==> config.mk <==
export PLATFORM = sky130hd
export DESIGN_NAME = add_arbiter
export DESIGN_NICKNAME = d
export VERILOG_FILES = /design/src/rtl/add_arbiter.sv
export SDC_FILE = /design/constraint.sdc
export NUM_CORES = 1
export LEC_CHECK = 0
export CAP_MARGIN = 20
export CORE_ASPECT_RATIO = 1.4
export CORE_MARGIN = 4
export CORE_UTILIZATION = 30
export DETAILED_ROUTE_END_ITERATION = 6
export PLACE_DENSITY = 0.64
export SYNTH_ARGS = -nofsm -noshare
export SYNTH_HDL_FRONTEND = slang
export SYNTH_SLANG_ARGS = --single-unit
==> constraint.sdc <==
create_clock -name clk -period 1.8 [get_ports clk]
set_clock_uncertainty 0.05 [all_clocks]
set_input_delay 0.27 -clock clk [delete_from_list [all_inputs] [get_ports clk]]
set_output_delay 0.27 -clock clk [all_outputs]
set_load 0.05 [all_outputs]
==> src/rtl/add_arbiter.sv <==
// Two-requester front end for a shared combinational carry-lookahead adder.
// Requests are arbitrated round-robin, the winner's operands are latched,
// the sum is captured one cycle later, and the response is held until the
// granted requester accepts it.
module add_arbiter #(
   parameter int WIDTH = 16
) (
   input  logic             clk,
   input  logic             rst,
   input  logic [1:0]       req_valid,
   output logic [1:0]       req_ready,
   input  logic [WIDTH-1:0] req0_a,
   input  logic [WIDTH-1:0] req0_b,
   input  logic [WIDTH-1:0] req1_a,
   input  logic [WIDTH-1:0] req1_b,
   output logic [1:0]       resp_valid,
   input  logic [1:0]       resp_ready,
   output logic [WIDTH-1:0] resp_z,
   output logic             resp_cout,
   output logic [WIDTH-1:0] add_a,
   output logic [WIDTH-1:0] add_b,
   input  logic [WIDTH-1:0] add_z,
   output logic             busy,
   output logic             grant_id
);

   localparam logic [1:0] IDLE = 2'd0;
   localparam logic [1:0] CALC = 2'd1;
   localparam logic [1:0] RESP = 2'd2;

   logic [1:0]       state_q, state_d;
   logic             lastGrant_q, lastGrant_d;
   logic             grant_q, grant_d;
   logic [WIDTH-1:0] opA_q, opA_d;
   logic [WIDTH-1:0] opB_q, opB_d;
   logic [WIDTH-1:0] respZ_q, respZ_d;
   logic             respCout_q, respCout_d;
   logic             winner;
   logic             accept;

   // Pick the winner: a lone requester wins outright, a tie goes to the
   // requester that was not served last.
   always_comb begin
      winner = 1'b0;
      case (req_valid)
         2'b10:   winner = 1'b1;
         2'b11:   winner = ~lastGrant_q;
         default: winner = 1'b0;
      endcase
   end

   // Only the winner sees ready, and only while the adder is free.
   always_comb begin
      req_ready = 2'b00;
      accept    = 1'b0;
      if (state_q == IDLE && req_valid != 2'b00) begin
         req_ready = winner ? 2'b10 : 2'b01;
         accept    = 1'b1;
      end
   end

   // Next-state logic: latch operands on accept, capture the sum in CALC,
   // hold the response in RESP until the granted requester takes it.
   always_comb begin
      state_d     = state_q;
      lastGrant_d = lastGrant_q;
      grant_d     = grant_q;
      opA_d       = opA_q;
      opB_d       = opB_q;
      respZ_d     = respZ_q;
      respCout_d  = respCout_q;
      case (state_q)
         IDLE: begin
            if (accept) begin
               grant_d = winner;
               opA_d   = winner ? req1_a : req0_a;
               opB_d   = winner ? req1_b : req0_b;
               state_d = CALC;
            end
         end
         CALC: begin
            respZ_d    = add_z;
            respCout_d = (opA_q[WIDTH-1] & opB_q[WIDTH-1]) |
                         ((opA_q[WIDTH-1] ^ opB_q[WIDTH-1]) & ~add_z[WIDTH-1]);
            state_d    = RESP;
         end
         RESP: begin
            if (resp_ready[grant_q]) begin
               lastGrant_d = grant_q;
               state_d     = IDLE;
            end
         end
         default: state_d = IDLE;
      endcase
   end

   // State registers; reset aborts any operation in flight and primes the
   // pointer so requester 0 wins the first tie.
   always_ff @(posedge clk) begin
      if (rst) begin
         state_q     <= IDLE;
         lastGrant_q <= 1'b1;
         grant_q     <= 1'b0;
         opA_q       <= '0;
         opB_q       <= '0;
         respZ_q     <= '0;
         respCout_q  <= 1'b0;
      end else begin
         state_q     <= state_d;
         lastGrant_q <= lastGrant_d;
         grant_q     <= grant_d;
         opA_q       <= opA_d;
         opB_q       <= opB_d;
         respZ_q     <= respZ_d;
         respCout_q  <= respCout_d;
      end
   end

   assign resp_valid = (state_q == RESP) ? (grant_q ? 2'b10 : 2'b01) : 2'b00;
   assign resp_z     = respZ_q;
   assign resp_cout  = respCout_q;
   assign add_a      = opA_q;
   assign add_b      = opB_q;
   assign busy       = (state_q != IDLE);
   assign grant_id   = grant_q;

endmodule

* Yosys cells after proc, flatten, opt, wreduce, memory -nomap -nowiden
Index checks and enable logic that the tools add are counted.
Cells by class: magnitude comparators 1, equality and inequality tests 6, muxes and demuxes 13, bitwise logic cells 6, reductions and logical operators 7
Operators with widths (number):
- $mux 16 | 2
- $mux 2 | 6
- $eq 2x2->1 const B | 3
- $pmux 2 s3 | 1
- $reduce_and 2->1 | 3
- $ne 2x2->1 const B | 2
- $reduce_bool 2->1 | 2
- $mux 1 | 3
- $and 1x1->1 | 2
- $eq 2x1->1 const B | 1
- $logic_not 2->1 | 1
- $lt 1x2->1 const B | 1
- $not 1->1 | 2
- $pmux 1 s2 | 1
- $logic_and 1x1->1 | 1
- $or 1x1->1 | 1
- $xor 1x1->1 | 1
Storage, ports and cells: register bits 53, input bits 86, logic and storage cells 40

* Logic depth before layout (Yosys ltp)
word-level depth 5, mapped depth 5

* Worst setup path before layout
Ideal clock, no wire load.
kind register -> output, start register state_q[1], end output port resp_valid[0], data arrival time 1.388 ns, slack 0.092 ns, cell stages (with the launch flop) 3, cells stage by stage dfxtp_1 nor2b_1 nor2b_1
Between the ends: word-level cells in the longest chain between the ends 2
RTL lines:
- from (decl) | RTL line 31 | logic [1:0] state_q, state_d;
- from (signal assigned) | RTL line 109 | state_q <= state_d;
- $eq 2x2->1 | RTL line 119 | assign resp_valid = (state_q == RESP) ? (grant_q ? 2'b10 : 2'b01) : 2'b00;
- $mux 2 | RTL line 119
- to (decl) | RTL line 16 | output logic [1:0] resp_valid,
No other way between the ends.

* Worst setup path in the final report
start register opA_q[7], in the netlist add_a[7], end output port add_a[7]
RTL lines:
- from (decl) | RTL line 34 | logic [WIDTH-1:0] opA_q, opA_d;
- from (signal assigned) | RTL line 112 | opA_q <= opA_d;
- to (decl) | RTL line 20 | output logic [WIDTH-1:0] add_a,
No word-level cell between the ends.

==> impl_results.html <==
<table>
<tr><th>Metric</th><th>Value</th></tr>
<tr><th colspan="2">Final layout</th></tr>
<tr><td>Final Core Density</td><td>53.17%</td></tr>
<tr><td>Area delta synth-&gt;final</td><td>72.06%</td></tr>
<tr><td>Number of inserted diodes</td><td>0</td></tr>
<tr><td>Finished Layout Cells</td><td>517</td></tr>
<tr><td>Total area of multi-input combinational cells</td><td>1070 um^2</td></tr>
<tr><td>Layout cell share with drive strength beyond 1</td><td>16.19%</td></tr>
<tr><td>Sequential cell area</td><td>approximately 1100 um^2</td></tr>
<tr><td>Filler cells</td><td>between 700 and 800</td></tr>
<tr><td>Nets</td><td>a little over 500</td></tr>
<tr><th colspan="2">Die</th></tr>
<tr><td>Die extent in y</td><td>111.0 um</td></tr>
<tr><td>Number of top-level pins</td><td>about 140</td></tr>
<tr><td>Floorplan Core Area</td><td>7361 um^2</td></tr>
<tr><td>Initial Util</td><td>30.90%</td></tr>
<tr><td>Rows</td><td>37</td></tr>
<tr><td>Total Die Area</td><td>9059 um^2</td></tr>
<tr><td>X dimension of the die</td><td>just over 80 um</td></tr>
<tr><th colspan="2">Synthesis</th></tr>
<tr><td>Yosys reg bits</td><td>53</td></tr>
<tr><td>Count of different cell masters after synthesis</td><td>26</td></tr>
<tr><td>Yosys warns</td><td>0</td></tr>
<tr><td>Number of nets in the synthesized netlist</td><td>about 370</td></tr>
<tr><td>Dominant cells by area after synthesis</td><td>sky130_fd_sc_hd__dfxtp_1 (47%), sky130_fd_sc_hd__nand3_1 (14%), sky130_fd_sc_hd__a31oi_1 (8.8%)</td></tr>
<tr><td>Post-synth EDFFs</td><td>0</td></tr>
<tr><td>Avg Synthesized Cell Area</td><td>7.926 um^2</td></tr>
<tr><td>Yosys top cell area share</td><td>approximately 47%</td></tr>
<tr><td>Post-synthesis instance area</td><td>about 2300 um^2</td></tr>
<tr><td>Top flip-flop cell by instance count after synthesis</td><td>sky130_fd_sc_hd__dfxtp_1</td></tr>
<tr><td>Cell taking the most area after synthesis</td><td>sky130_fd_sc_hd__dfxtp_1</td></tr>
<tr><td>Cell count after synthesis</td><td>about 290</td></tr>
<tr><td>Synth async-reset ratio</td><td>0%</td></tr>
<tr><td>Register area share after synthesis</td><td>46.64%</td></tr>
<tr><th colspan="2">Clocking</th></tr>
<tr><td>Buffers from clock root to sink, at most</td><td>2</td></tr>
<tr><td>Number of H-tree levels</td><td>2</td></tr>
<tr><td>Clock network latency to the later pin of the worst-skew pair</td><td>about 300 ps</td></tr>
<tr><td>Number of buffers added for setup after CTS</td><td>0</td></tr>
<tr><td>Clock tree sinks</td><td>53</td></tr>
<tr><td>Clock tree from TritonCTS</td><td>yes</td></tr>
<tr><td>Clock slew at the register clock pins of the worst setup and hold paths</td><td>100 ps</td></tr>
<tr><td>Clock Tree Root</td><td>sky130_fd_sc_hd__clkbuf_8</td></tr>
<tr><td>Total of hold buffers inserted after clock tree synthesis</td><td>0</td></tr>
<tr><td>Number of buffers added by the clock tree synthesis step</td><td>5</td></tr>
<tr><th colspan="2">Worst setup path</th></tr>
<tr><td>Arrival time reported for the critical path endpoint</td><td>about 1500 ps</td></tr>
<tr><td>Critical Path RT</td><td>between 1000 and 1500 ps</td></tr>
<tr><td>Category of cells accounting for the largest share of critical-path delay</td><td>buffers and inverters</td></tr>
<tr><td>Cell breakdown of the critical path</td><td>clkdlybuf4s50_1</td></tr>
<tr><td>Top fanout value on the critical path</td><td>2</td></tr>
<tr><td>Buf/Inv on CP</td><td>1</td></tr>
<tr><td>Crit-path max cell delay</td><td>800 ps</td></tr>
<tr><td>Type of destination of the critical path</td><td>primary output</td></tr>
<tr><td>CP startpoint kind</td><td>flop</td></tr>
<tr><td>Critical path's slowest cell</td><td>sky130_fd_sc_hd__clkdlybuf4s50_1</td></tr>
<tr><td>Type of the worst setup path</td><td>flop to primary output</td></tr>
<tr><th colspan="2">Timing</th></tr>
<tr><td>Max-slew headroom</td><td>about 65%</td></tr>
<tr><td>Post-route minimum period</td><td>approximately 1800 ps</td></tr>
<tr><td>Count of final max-slew check failures</td><td>0</td></tr>
<tr><td>Peak clock frequency supported by timing</td><td>roughly 560 MHz</td></tr>
<tr><td>Final worst hold slack</td><td>342.4 ps</td></tr>
<tr><td>Sum of negative setup slack</td><td>0 ps</td></tr>
<tr><td>Ratio of final minimum period to clock period</td><td>a little over nine tenths</td></tr>
<tr><td>Unrepaired setup endpoints after global routing</td><td>no</td></tr>
<tr><td>Final setup viols</td><td>0</td></tr>
<tr><td>Count of final hold-check violations</td><td>0</td></tr>
<tr><td>Transition time at the pin with the least slew margin</td><td>520.3 ps</td></tr>
<tr><th colspan="2">Global routing</th></tr>
<tr><td>Met3 capacity usage during global routing</td><td>roughly 4.4%</td></tr>
<tr><td>Congestion Overflow GR</td><td>0</td></tr>
<tr><td>Pin count of the biggest net entering global routing</td><td>36</td></tr>
<tr><td>Initial antenna violation count</td><td>0</td></tr>
<tr><td>Grt peak-use layer</td><td>met2</td></tr>
<tr><td>Global-route met1 utilization</td><td>between 15 and 20%</td></tr>
<tr><td>Via count of the first global-routing pass</td><td>2656</td></tr>
<tr><td>Met2 GRT Util</td><td>31.50%</td></tr>
<tr><td>Total routing usage reported by global routing</td><td>17.53%</td></tr>
<tr><td>Wire length of the first global-routing pass</td><td>about 13000 um</td></tr>
<tr><th colspan="2">Route</th></tr>
<tr><td>Number of search-and-repair iterations in the first detailed-routing pass</td><td>7</td></tr>
<tr><td>DRC violation total after the first TritonRoute iteration</td><td>between 100 and 150</td></tr>
<tr><td>Total detailed-routing wirelength</td><td>just over 8000 um</td></tr>
<tr><td>DR WL/cell</td><td>between 15 and 20 um</td></tr>
<tr><td>Antenna Violating Nets Remaining</td><td>0</td></tr>
<tr><td>Total via count after detailed routing</td><td>about 2.6k</td></tr>
<tr><td>Residual DRC count</td><td>1</td></tr>
<tr><td>Vias per std cell</td><td>slightly above 5</td></tr>
<tr><th colspan="2">Place</th></tr>
<tr><td>Post-detail-place hpwl</td><td>5842 um</td></tr>
<tr><td>Number of buffers inserted by port buffering</td><td>140</td></tr>
<tr><td>Number of cells after detailed placement</td><td>between 500 and 600</td></tr>
<tr><td>Routability congestion estimate</td><td>~0.76</td></tr>
<tr><th colspan="2">Power and ir drop</th></tr>
<tr><td>Pwr Total</td><td>~3.5 mW</td></tr>
<tr><td>Maximum resistive drop on vdd</td><td>0.4162 mV</td></tr>
<tr><td>Power Dens Cells</td><td>between 800 and 900 nW/um^2</td></tr>
<tr><td>Leakage power summed over all cells</td><td>around 1.7 nW</td></tr>
<tr><th colspan="2">Run status</th></tr>
<tr><td>Status</td><td>finished, violations left</td></tr>
<tr><td>Failing checks</td><td>design-rule violations</td></tr>
<tr><th colspan="2">Run</th></tr>
<tr><td>Number of violations of the max-capacitance limit</td><td>0</td></tr>
<tr><th colspan="2">Worst hold path</th></tr>
<tr><td>Class of the most critical hold timing path</td><td>input pin to flop</td></tr>
</table>
## path summary, 6_finish.rpt
| path | start | end | slack, ps | cells past startpoint |
|---|---|---|---|---|
| max reg2reg | state_q[1]$_SDFFE_PP0P_ | add_b[1]$_SDFFE_PP0P_ | 480 | 5 |
| min reg2reg | resp_z[10]$_SDFFE_PP0N_ | resp_z[10]$_SDFFE_PP0N_ | 400 | 2 |
| max | add_a[7]$_SDFFE_PP0P_ | add_a[7] | 30 | 1 |
| min | rst | resp_z[13]$_SDFFE_PP0N_ | 340 | 2 |
## registers in the layout (all words and copies together) (netlist names)
name	cells
resp_cout	1
state_q	2
grant_id	1
lastGrant_q	1
add_a	16
resp_z	16
add_b	16
## metal layers
metal / share of wire [%] / wire length [um]
met1: 39 / 3216
met3: 7.9 / 651
met2: 51 / 4150
met5: 0 / 0
met4: 2.2 / 183
## cells in the final DEF (no fill, tap or decap), types with 2 or more instances in the layout
master,n
sky130_fd_sc_hd__o21ai_0,30
sky130_fd_sc_hd__clkbuf_8,5
sky130_fd_sc_hd__nand3_1,64
sky130_fd_sc_hd__nor2b_1,3
sky130_fd_sc_hd__buf_12,6
sky130_fd_sc_hd__buf_4,44
sky130_fd_sc_hd__dfxtp_2,2
sky130_fd_sc_hd__clkdlybuf4s50_1,90
sky130_fd_sc_hd__nand2b_1,2
sky130_fd_sc_hd__nand2_1,33
sky130_fd_sc_hd__o21ai_1,3
sky130_fd_sc_hd__dlymetal6s2s_1,12
sky130_fd_sc_hd__dfxtp_1,51
sky130_fd_sc_hd__a31oi_1,32
sky130_fd_sc_hd__nor3_1,3
sky130_fd_sc_hd__a21oi_1,20
sky130_fd_sc_hd__bufinv_16,2
sky130_fd_sc_hd__nor2_1,2
## cells by family after synthesis
family	after synthesis	synth area share, %
fa+ha+maj	1	0.5500
buf+inv	31	6.820
mux	1	0.4401
compound gates	87	21.29
flops	53	46.64
simple gates	114	24.26
## where the power goes
group          switching (mW)  internal [mW]  total [mW]
logic                   0.735          0.481        1.22
clock network           0.391          0.552       0.944
registers              0.0655           1.28        1.35
total                    1.19           2.31        3.50
## what timing repair did
action / in CTS / in global routing
gates resized for setup: 1 / 15
cloned: 0 / 0
setup endpoints to repair: 2 / 14
endpoints found under the hold margin: 0 / 0
## synth_stat cells (2+ instances only)
master / number
sky130_fd_sc_hd__a31oi_1: 32
sky130_fd_sc_hd__a21oi_1: 20
sky130_fd_sc_hd__nor2b_1: 4
sky130_fd_sc_hd__o21ai_0: 30
sky130_fd_sc_hd__o21ai_1: 3
sky130_fd_sc_hd__nand3_1: 64
sky130_fd_sc_hd__dfxtp_1: 53
sky130_fd_sc_hd__buf_4: 6
sky130_fd_sc_hd__buf_2: 13
sky130_fd_sc_hd__nor2_1: 3
sky130_fd_sc_hd__nand2b_1: 2
sky130_fd_sc_hd__clkbuf_1: 9
sky130_fd_sc_hd__nand2_1: 33
sky130_fd_sc_hd__nor3_1: 3
## area by class of cell
cell class | count | area share, %
clock buffer | 5 | 1.758
sequential | 53 | 27.17
tap | 97 | 3.101
inverter | 2 | 0.1918
timing repair buffer | 154 | 38.78
clock inverter | 3 | 1.662
multi-input combinational | 203 | 27.33
## per-stage QoR
step,worst slack (ps),cell area [um^2]
4_1_cts,8.587,3876
3_5_place_dp,118.0,3741
5_1_grt,5.875,3914
2_1_floorplan,91.62,2275
6_report,28.82,3914
3_3_place_gp,129.0,3741
Note: power is estimated with default switching activity, not from simulation.
